### config.mk
export PLATFORM = sky130hd
export DESIGN_NAME = ch1_sweep_ctrl
export DESIGN_NICKNAME = d
export VERILOG_FILES = /design/src/rtl/ch1_sweep_pkg.sv /design/src/rtl/ch1_sweep_calc.sv /design/src/rtl/ch1_sweep_ctrl.sv
export SDC_FILE = /design/constraint.sdc
export NUM_CORES = 1
export LEC_CHECK = 0
export CAP_MARGIN = 30
export CELL_PAD_IN_SITES_DETAIL_PLACEMENT = 1
export CELL_PAD_IN_SITES_GLOBAL_PLACEMENT = 2
export CORE_ASPECT_RATIO = 0.5
export CORE_MARGIN = 1.5
export CORE_UTILIZATION = 34
export DETAILED_ROUTE_END_ITERATION = 6
export PLACE_DENSITY = 0.87
export RECOVER_POWER = 100
export SLEW_MARGIN = 20
export SYNTH_ARGS = -nofsm -noshare
export SYNTH_HDL_FRONTEND = slang
export SYNTH_SLANG_ARGS = --single-unit
### constraint.sdc
create_clock -name clk -period 10.6 [get_ports clk]
set_input_delay 1.59 -clock clk [delete_from_list [all_inputs] [get_ports clk]]
set_output_delay 1.59 -clock clk [all_outputs]
set_load 0.01 [all_outputs]
### src/rtl/ch1_sweep_pkg.sv
// Shared types and constants for the channel-1 frequency sweep sequencer.
package ch1_sweep_pkg;

    localparam int unsigned FREQ_W_DEF = 11;
    localparam int unsigned PER_W_DEF  = 3;

    localparam logic [10:0] FREQ_MAX        = 11'h7FF;
    localparam logic [3:0]  PER_ZERO_RELOAD = 4'd8;

    typedef enum logic [2:0] {
        IDLE,
        TRIG,
        CALC,
        WRITE,
        RECHK
    } sweep_state_t;

endpackage

### src/rtl/ch1_sweep_calc.sv
// Sweep arithmetic: shadow +/- (shadow >> shift), one bit wider so the top bit flags overflow.
module ch1_sweep_calc #(
    parameter int unsigned FREQ_W = 11
) (
    input  logic [FREQ_W-1:0] shadow,
    input  logic [2:0]        shift,
    input  logic              negate,
    output logic [FREQ_W-1:0] new_freq,
    output logic              ovf
);

    logic [FREQ_W:0] delta;
    logic [FREQ_W:0] sum;

    // delta never exceeds shadow, so the subtract path cannot borrow into the top bit
    always_comb begin
        delta = {1'b0, shadow >> shift};
        sum   = negate ? ({1'b0, shadow} - delta) : ({1'b0, shadow} + delta);
    end

    assign new_freq = sum[FREQ_W-1:0];
    assign ovf      = sum[FREQ_W];

endmodule

### src/rtl/ch1_sweep_ctrl.sv
// Channel-1 frequency sweep sequencer (NR10). Optional DMG negate-clear quirk: CH1_SWEEP_NEG_QUIRK_EN.
module ch1_sweep_ctrl
    import ch1_sweep_pkg::*;
#(
    parameter int unsigned FREQ_W = FREQ_W_DEF,
    parameter int unsigned PER_W  = PER_W_DEF
) (
    input  logic              clk,
    input  logic              apu_reset,
    input  logic              sweep_tick,
    input  logic              ch1_restart,
    input  logic [PER_W-1:0]  sweep_period,
    input  logic              sweep_negate,
    input  logic [2:0]        sweep_shift,
    input  logic [FREQ_W-1:0] freq_in,
    output logic [FREQ_W-1:0] acc_d,
    output logic              freq_load,
    output logic              ch1_disable,
    output logic              sweep_en,
    output logic              busy
);

    // timer is one bit wider than the period so a zero period can reload as 2^PER_W
    localparam int unsigned     TMR_W       = PER_W + 1;
    localparam logic [TMR_W-1:0] ZERO_RELOAD = TMR_W'(1) << PER_W;

    sweep_state_t      state, state_nxt;
    logic [FREQ_W-1:0] shadow, shadow_nxt, acc_d_nxt, calc_new;
    logic [TMR_W-1:0]  timer, timer_nxt, period_reload;
    logic              sweep_en_nxt, freq_load_nxt, disable_nxt, calc_ovf;
    logic              period_nz, shift_nz;
`ifdef CH1_SWEEP_NEG_QUIRK_EN
    logic              neg_used, neg_used_nxt, neg_prev;
`endif

    ch1_sweep_calc #(.FREQ_W(FREQ_W)) u_calc (
        .shadow   (shadow),
        .shift    (sweep_shift),
        .negate   (sweep_negate),
        .new_freq (calc_new),
        .ovf      (calc_ovf)
    );

    assign period_nz     = (sweep_period != '0);
    assign shift_nz      = (sweep_shift != 3'd0);
    assign period_reload = period_nz ? TMR_W'(sweep_period) : ZERO_RELOAD;

    // next-state and next-output decode
    always_comb begin
        state_nxt     = state;
        shadow_nxt    = shadow;
        timer_nxt     = timer;
        sweep_en_nxt  = sweep_en;
        acc_d_nxt     = acc_d;
        freq_load_nxt = 1'b0;
        disable_nxt   = 1'b0;
`ifdef CH1_SWEEP_NEG_QUIRK_EN
        neg_used_nxt  = neg_used;
`endif
        unique case (state)
            IDLE: begin
                if (ch1_restart) begin
                    state_nxt = TRIG;
                end else if (sweep_tick) begin
                    if (timer <= TMR_W'(1)) begin
                        timer_nxt = period_reload;
                        if (sweep_en && period_nz) state_nxt = CALC;
                    end else begin
                        timer_nxt = timer - TMR_W'(1);
                    end
                end
            end
            TRIG: begin
                shadow_nxt   = freq_in;
                timer_nxt    = period_reload;
                sweep_en_nxt = period_nz || shift_nz;
`ifdef CH1_SWEEP_NEG_QUIRK_EN
                neg_used_nxt = 1'b0;
`endif
                if (ch1_restart)   state_nxt = TRIG;
                else if (shift_nz) state_nxt = RECHK;
                else               state_nxt = IDLE;
            end
            CALC: begin
                if (ch1_restart) begin
                    state_nxt = TRIG;
                end else begin
`ifdef CH1_SWEEP_NEG_QUIRK_EN
                    if (sweep_negate) neg_used_nxt = 1'b1;
`endif
                    if (calc_ovf) begin
                        disable_nxt  = 1'b1;
                        sweep_en_nxt = 1'b0;
                        state_nxt    = IDLE;
                    end else begin
                        state_nxt = shift_nz ? WRITE : IDLE;
                    end
                end
            end
            WRITE: begin
                if (ch1_restart) begin
                    state_nxt = TRIG;
                end else begin
                    shadow_nxt    = calc_new;
                    acc_d_nxt     = calc_new;
                    freq_load_nxt = 1'b1;
                    state_nxt     = RECHK;
                end
            end
            RECHK: begin
                if (ch1_restart) begin
                    state_nxt = TRIG;
                end else begin
                    if (calc_ovf) begin
                        disable_nxt  = 1'b1;
                        sweep_en_nxt = 1'b0;
                    end
                    state_nxt = IDLE;
                end
            end
            default: state_nxt = IDLE;
        endcase
`ifdef CH1_SWEEP_NEG_QUIRK_EN
        // leaving negate mode after a negated calculation kills the channel
        if (neg_prev && !sweep_negate && neg_used && sweep_en) begin
            disable_nxt  = 1'b1;
            sweep_en_nxt = 1'b0;
        end
`endif
    end

    always_ff @(posedge clk) begin
        if (apu_reset) begin
            state       <= IDLE;
            shadow      <= '0;
            timer       <= '0;
            sweep_en    <= 1'b0;
            acc_d       <= '0;
            freq_load   <= 1'b0;
            ch1_disable <= 1'b0;
            busy        <= 1'b0;
`ifdef CH1_SWEEP_NEG_QUIRK_EN
            neg_used    <= 1'b0;
            neg_prev    <= 1'b0;
`endif
        end else begin
            state       <= state_nxt;
            shadow      <= shadow_nxt;
            timer       <= timer_nxt;
            sweep_en    <= sweep_en_nxt;
            acc_d       <= acc_d_nxt;
            freq_load   <= freq_load_nxt;
            ch1_disable <= disable_nxt;
            busy        <= (state_nxt != IDLE);
`ifdef CH1_SWEEP_NEG_QUIRK_EN
            neg_used    <= neg_used_nxt;
            neg_prev    <= sweep_negate;
`endif
        end
    end

endmodule

==> flow_summary_export.csv <==
group,metric,value,unit
setup_path,crit_chain,"dlygate4sd3_1 > or2_0 > o22a_1 > and2_0 > ha_1 > and2_0 > nor2_1 > xor2_1 > ha_1 > nand2_1 > a211oi_1 > o21ai_0 > nand2_1 > a41oi_1 > xor2_1 > o21ai_0",
clock_network,cts_tree,"done",
setup_path,rrSetupSlack,6860,ps
global_route,grt_pass1_wl,13.4,mm
routing,first_iter_violations,92,
synthesis,yosys_warnings,0,
min_path,whs_path_depth,2,
min_path,hp-class,"flop to flop",
routing,drc,0,
sta,final.min_clock_period,5670,ps
global_route,gr-total-overflow,0,
power,powerDensity,151,mW/mm2
setup_path,startpoint_type,"input port",
power,pwr-share-comb,34.0,%
power,clock_power_share,36.3,%
finish,multi_input_area,0.00176,mm2
power,seqPwrFrac,29.7,%
setup_path,arrival,5820,ps
setup_path,critical_path_class,"input port to flop",
synthesis,synthFlopType,"dfxtp_1",
setup_path,r2r-end,"state[0]",
sta,slew_headroom,45.2,%
sta,worstMarginPinSlew,819,ps
finish,num-nets-final,393,
die,initial_core_util,35.0,%
power,p_int,0.307,mW
clock_network,clk_latency,280,ps
routing,post_drt_wl_per_cell,17.8,um
synthesis,synthesis.nets,367,
setup_path,critPathSlowestCell,"dlygate4sd3_1",
placement,gp_congestion,0.818,
setup_path,critical_path_peak_fanout,19,
clock_network,cts_buffers,5,
setup_path,rr_worst_depth,14,
placement,dpl-instance-area,0.00295,mm2
clock_network,cts_buffer_depth,2,
synthesis,syn_area_per_cell,7.73,um2
power,power.leakage,1.25,nW
sta,fin_setup_tns,0,ps
sta,max_freq,0.176,GHz
synthesis,ys_seq_elements,33,
clock_network,path_clk_slew,60,ps
min_path,hold_path.startpoint,"acc_d[3]",
setup_path,r2r_start,"shadow[8]",
clock_network,clkSinkCount,33,
clock_network,ctsHoldBuffers,0,
clock_network,cts_setup_buffers,0,
run_status,status,"completed",
routing,drt-total-wl,8.05,mm
setup_path,required,10750,ps
placement,io_buffers,36,
global_route,grt_pass1_vias,2573,
die,ios,37,
routing,ant_nets,0,
sta,rsz0062_at_grt,"false",
synthesis,postSynthCellCount,330,
setup_path,critPathMaxStageDelay,1070,ps
finish,design_area,0.00312,mm2
synthesis,synth_top_area_cell,"dfxtp_1",
die,coreArea,0.00729,mm2
finish,area_delta_synth_final,22.5,%
die,die_w,125,um
global_route,antenna_found_initial,0,
min_path,hold_path_end,"acc_d[3]",
synthesis,async_flop_share,0,%
routing,vias_per_cell,5.56,
clock_network,htreeDepth,2,
routing,num_vias,2518,
clock_network,cts_resized,0,
power,p_sw,0.163,mW
sta,setup_viol,0,
die,num_rows,22,
finish,drive_gt1_share,5.60,%
die,die_h,64.2,um
clock_network,cts-root-buf,"clkbuf_16",
run,maxCapViolations,0,
power,p_sw_share,34.7,%
routing,drt-pass1-iter-count,4,
sta,finalHoldViolations,0,
synthesis,synth_edf_count,0,
synthesis,ys_seq_area_share,25.9,%
global_route,gr-usage-all-layers,20.9,%
global_route,grt_max_degree,34,
synthesis,ys_types,48,
power,vdd_drop_max,0.0659,mV
finish,register_area,661,um2
synthesis,synth_area,0.00255,mm2
sta,slew_viol_final,0,
sta,skew,4.54,ps
finish,utilization,42.8,%
synthesis,ys_top_cells_by_area,"dfxtp_1 (26%), ha_1 (6.9%), mux2i_1 (6.7%)",
die,dieArea,0.00806,mm2
finish,num_antenna_cells,0,
placement,dp_hpwl,6.14,mm
synthesis,synth.top_cell.area_share,25.9,%
finish,fill_cells,884,
setup_path,crit_path_end_kind,"flop",
sta,period_share,53.5,%
worst max path at each step:
stage	from	to	slack, ps	cells after the start
after detailed placement	sweep_shift[0]	state[0]	4550	16
after global routing	sweep_shift[1]	sweep_en	4480	16
after global placement	sweep_shift[0]	state[0]	4710	16
after floorplan	sweep_shift[0]	busy	6060	16
final	sweep_shift[1]	state[0]	4930	16
after CTS	sweep_shift[0]	sweep_en	4810	16
power by group through the flow:
stage / clock network [mW] / registers (mW) / logic, mW
floorplan: 0 / 0.138 / 0.118
global placement: 0 / 0.142 / 0.154
detailed placement: 0 / 0.143 / 0.159
CTS: 0.174 / 0.140 / 0.161
global route: 0.179 / 0.141 / 0.178
finish: 0.171 / 0.140 / 0.160
cell usage in the layout (no fill, tap or decap), drive strengths merged, types with 2 or more instances in the layout:
| master | synthesis | final |
|---|---|---|
| nand2b | 10 | 10 |
| buf | 9 | 4 |
| a211oi | 13 | 13 |
| a21oi | 28 | 28 |
| xnor2 | 9 | 9 |
| o21ai | 18 | 18 |
| nor2 | 45 | 45 |
| a311oi | 2 | 2 |
| nor3 | 15 | 15 |
| dfxtp | 33 | 33 |
| clkbuf | 11 | 5 |
| a22oi | 3 | 3 |
| nor2b | 5 | 5 |
| nand2 | 30 | 30 |
| mux4 | 2 | 2 |
| o22a | 2 | 2 |
| dlygate4sd3 | 0 | 17 |
| mux2i | 17 | 17 |
| o22ai | 7 | 7 |
| inv | 10 | 10 |
| a41oi | 2 | 2 |
| ha | 14 | 14 |
| and2 | 2 | 2 |
| a31oi | 3 | 3 |
| xor2 | 12 | 12 |
| nand3 | 2 | 2 |
| o211ai | 2 | 2 |
| nand3b | 2 | 2 |
| clkdlybuf4s50 | 0 | 18 |
| o31ai | 5 | 5 |
| a21o | 3 | 3 |
| or2 | 2 | 2 |
flip-flops by register name (all words and copies together) (netlist names):
name,cells
acc_d,11
freq_load,1
busy,1
ch1_disable,1
timer,4
sweep_en,1
state,3
shadow,11
Yosys cell counts, types with 7 or more instances:
cell type	n
clkbuf_1	11
nor3_1	14
mux2i_1	17
xnor2_1	9
a211oi_1	13
dfxtp_1	33
o22ai_1	7
a21oi_1	28
nor2_1	45
o21ai_0	17
inv_1	10
nand2b_1	10
xor2_1	12
ha_1	14
nand2_1	30
cell families (layout without fill, tap and decap cells):
group                      Yosys count  after routing  synth area share (%)
xor gates and xnor gates            21             21                  7.21
muxes                               20             20                  8.88
and+or+nand+nor                    119            119                  21.8
adders and majority gates           15             15                  7.65
DFF                                 33             33                  25.9
buffers and inverters               30             57                  5.25
AOI/OAI and AO/OA                   92             92                  23.3
metrics by stage:
stage	std cells	hold WS [ps]	setup WS [ps]	power (mW)
6_report	453	456	4930	0.471
5_1_grt	453	480	4480	0.499
4_1_cts	452	466	4810	0.475
3_5_place_dp	444	458	4550	0.301
3_3_place_gp	444	445	4710	0.296
2_1_floorplan	330	480	6060	0.256
final cells by class:
class | instances | share of cell area (%)
Clock inverter | 3 | 1.48
Timing Repair Buffer | 39 | 12.1
Inverter | 10 | 1.20
Multi-Input combinational cell | 267 | 56.2
Sequential cell | 33 | 21.2
Clock buffer | 5 | 4.01
Tap cell | 96 | 3.85
critical path: cells and delay by family:
kind / cells / cell delay [ps]
buf+inv: 1 / 1070
xor+xnor: 2 / 530
simple gates: 6 / 1070
compound gates: 5 / 1010
fa+ha+maj: 2 / 540
routing by layer:
metal	vias up	GRT usage, %	routed length, um
li1	1229	-	-
met1	1239	30.1	4090
met2	40	32.8	3570
met3	10	2.01	283
met4	0	6.68	106
met5	-	0	0
Note: power is estimated with default switching activity, not from simulation.
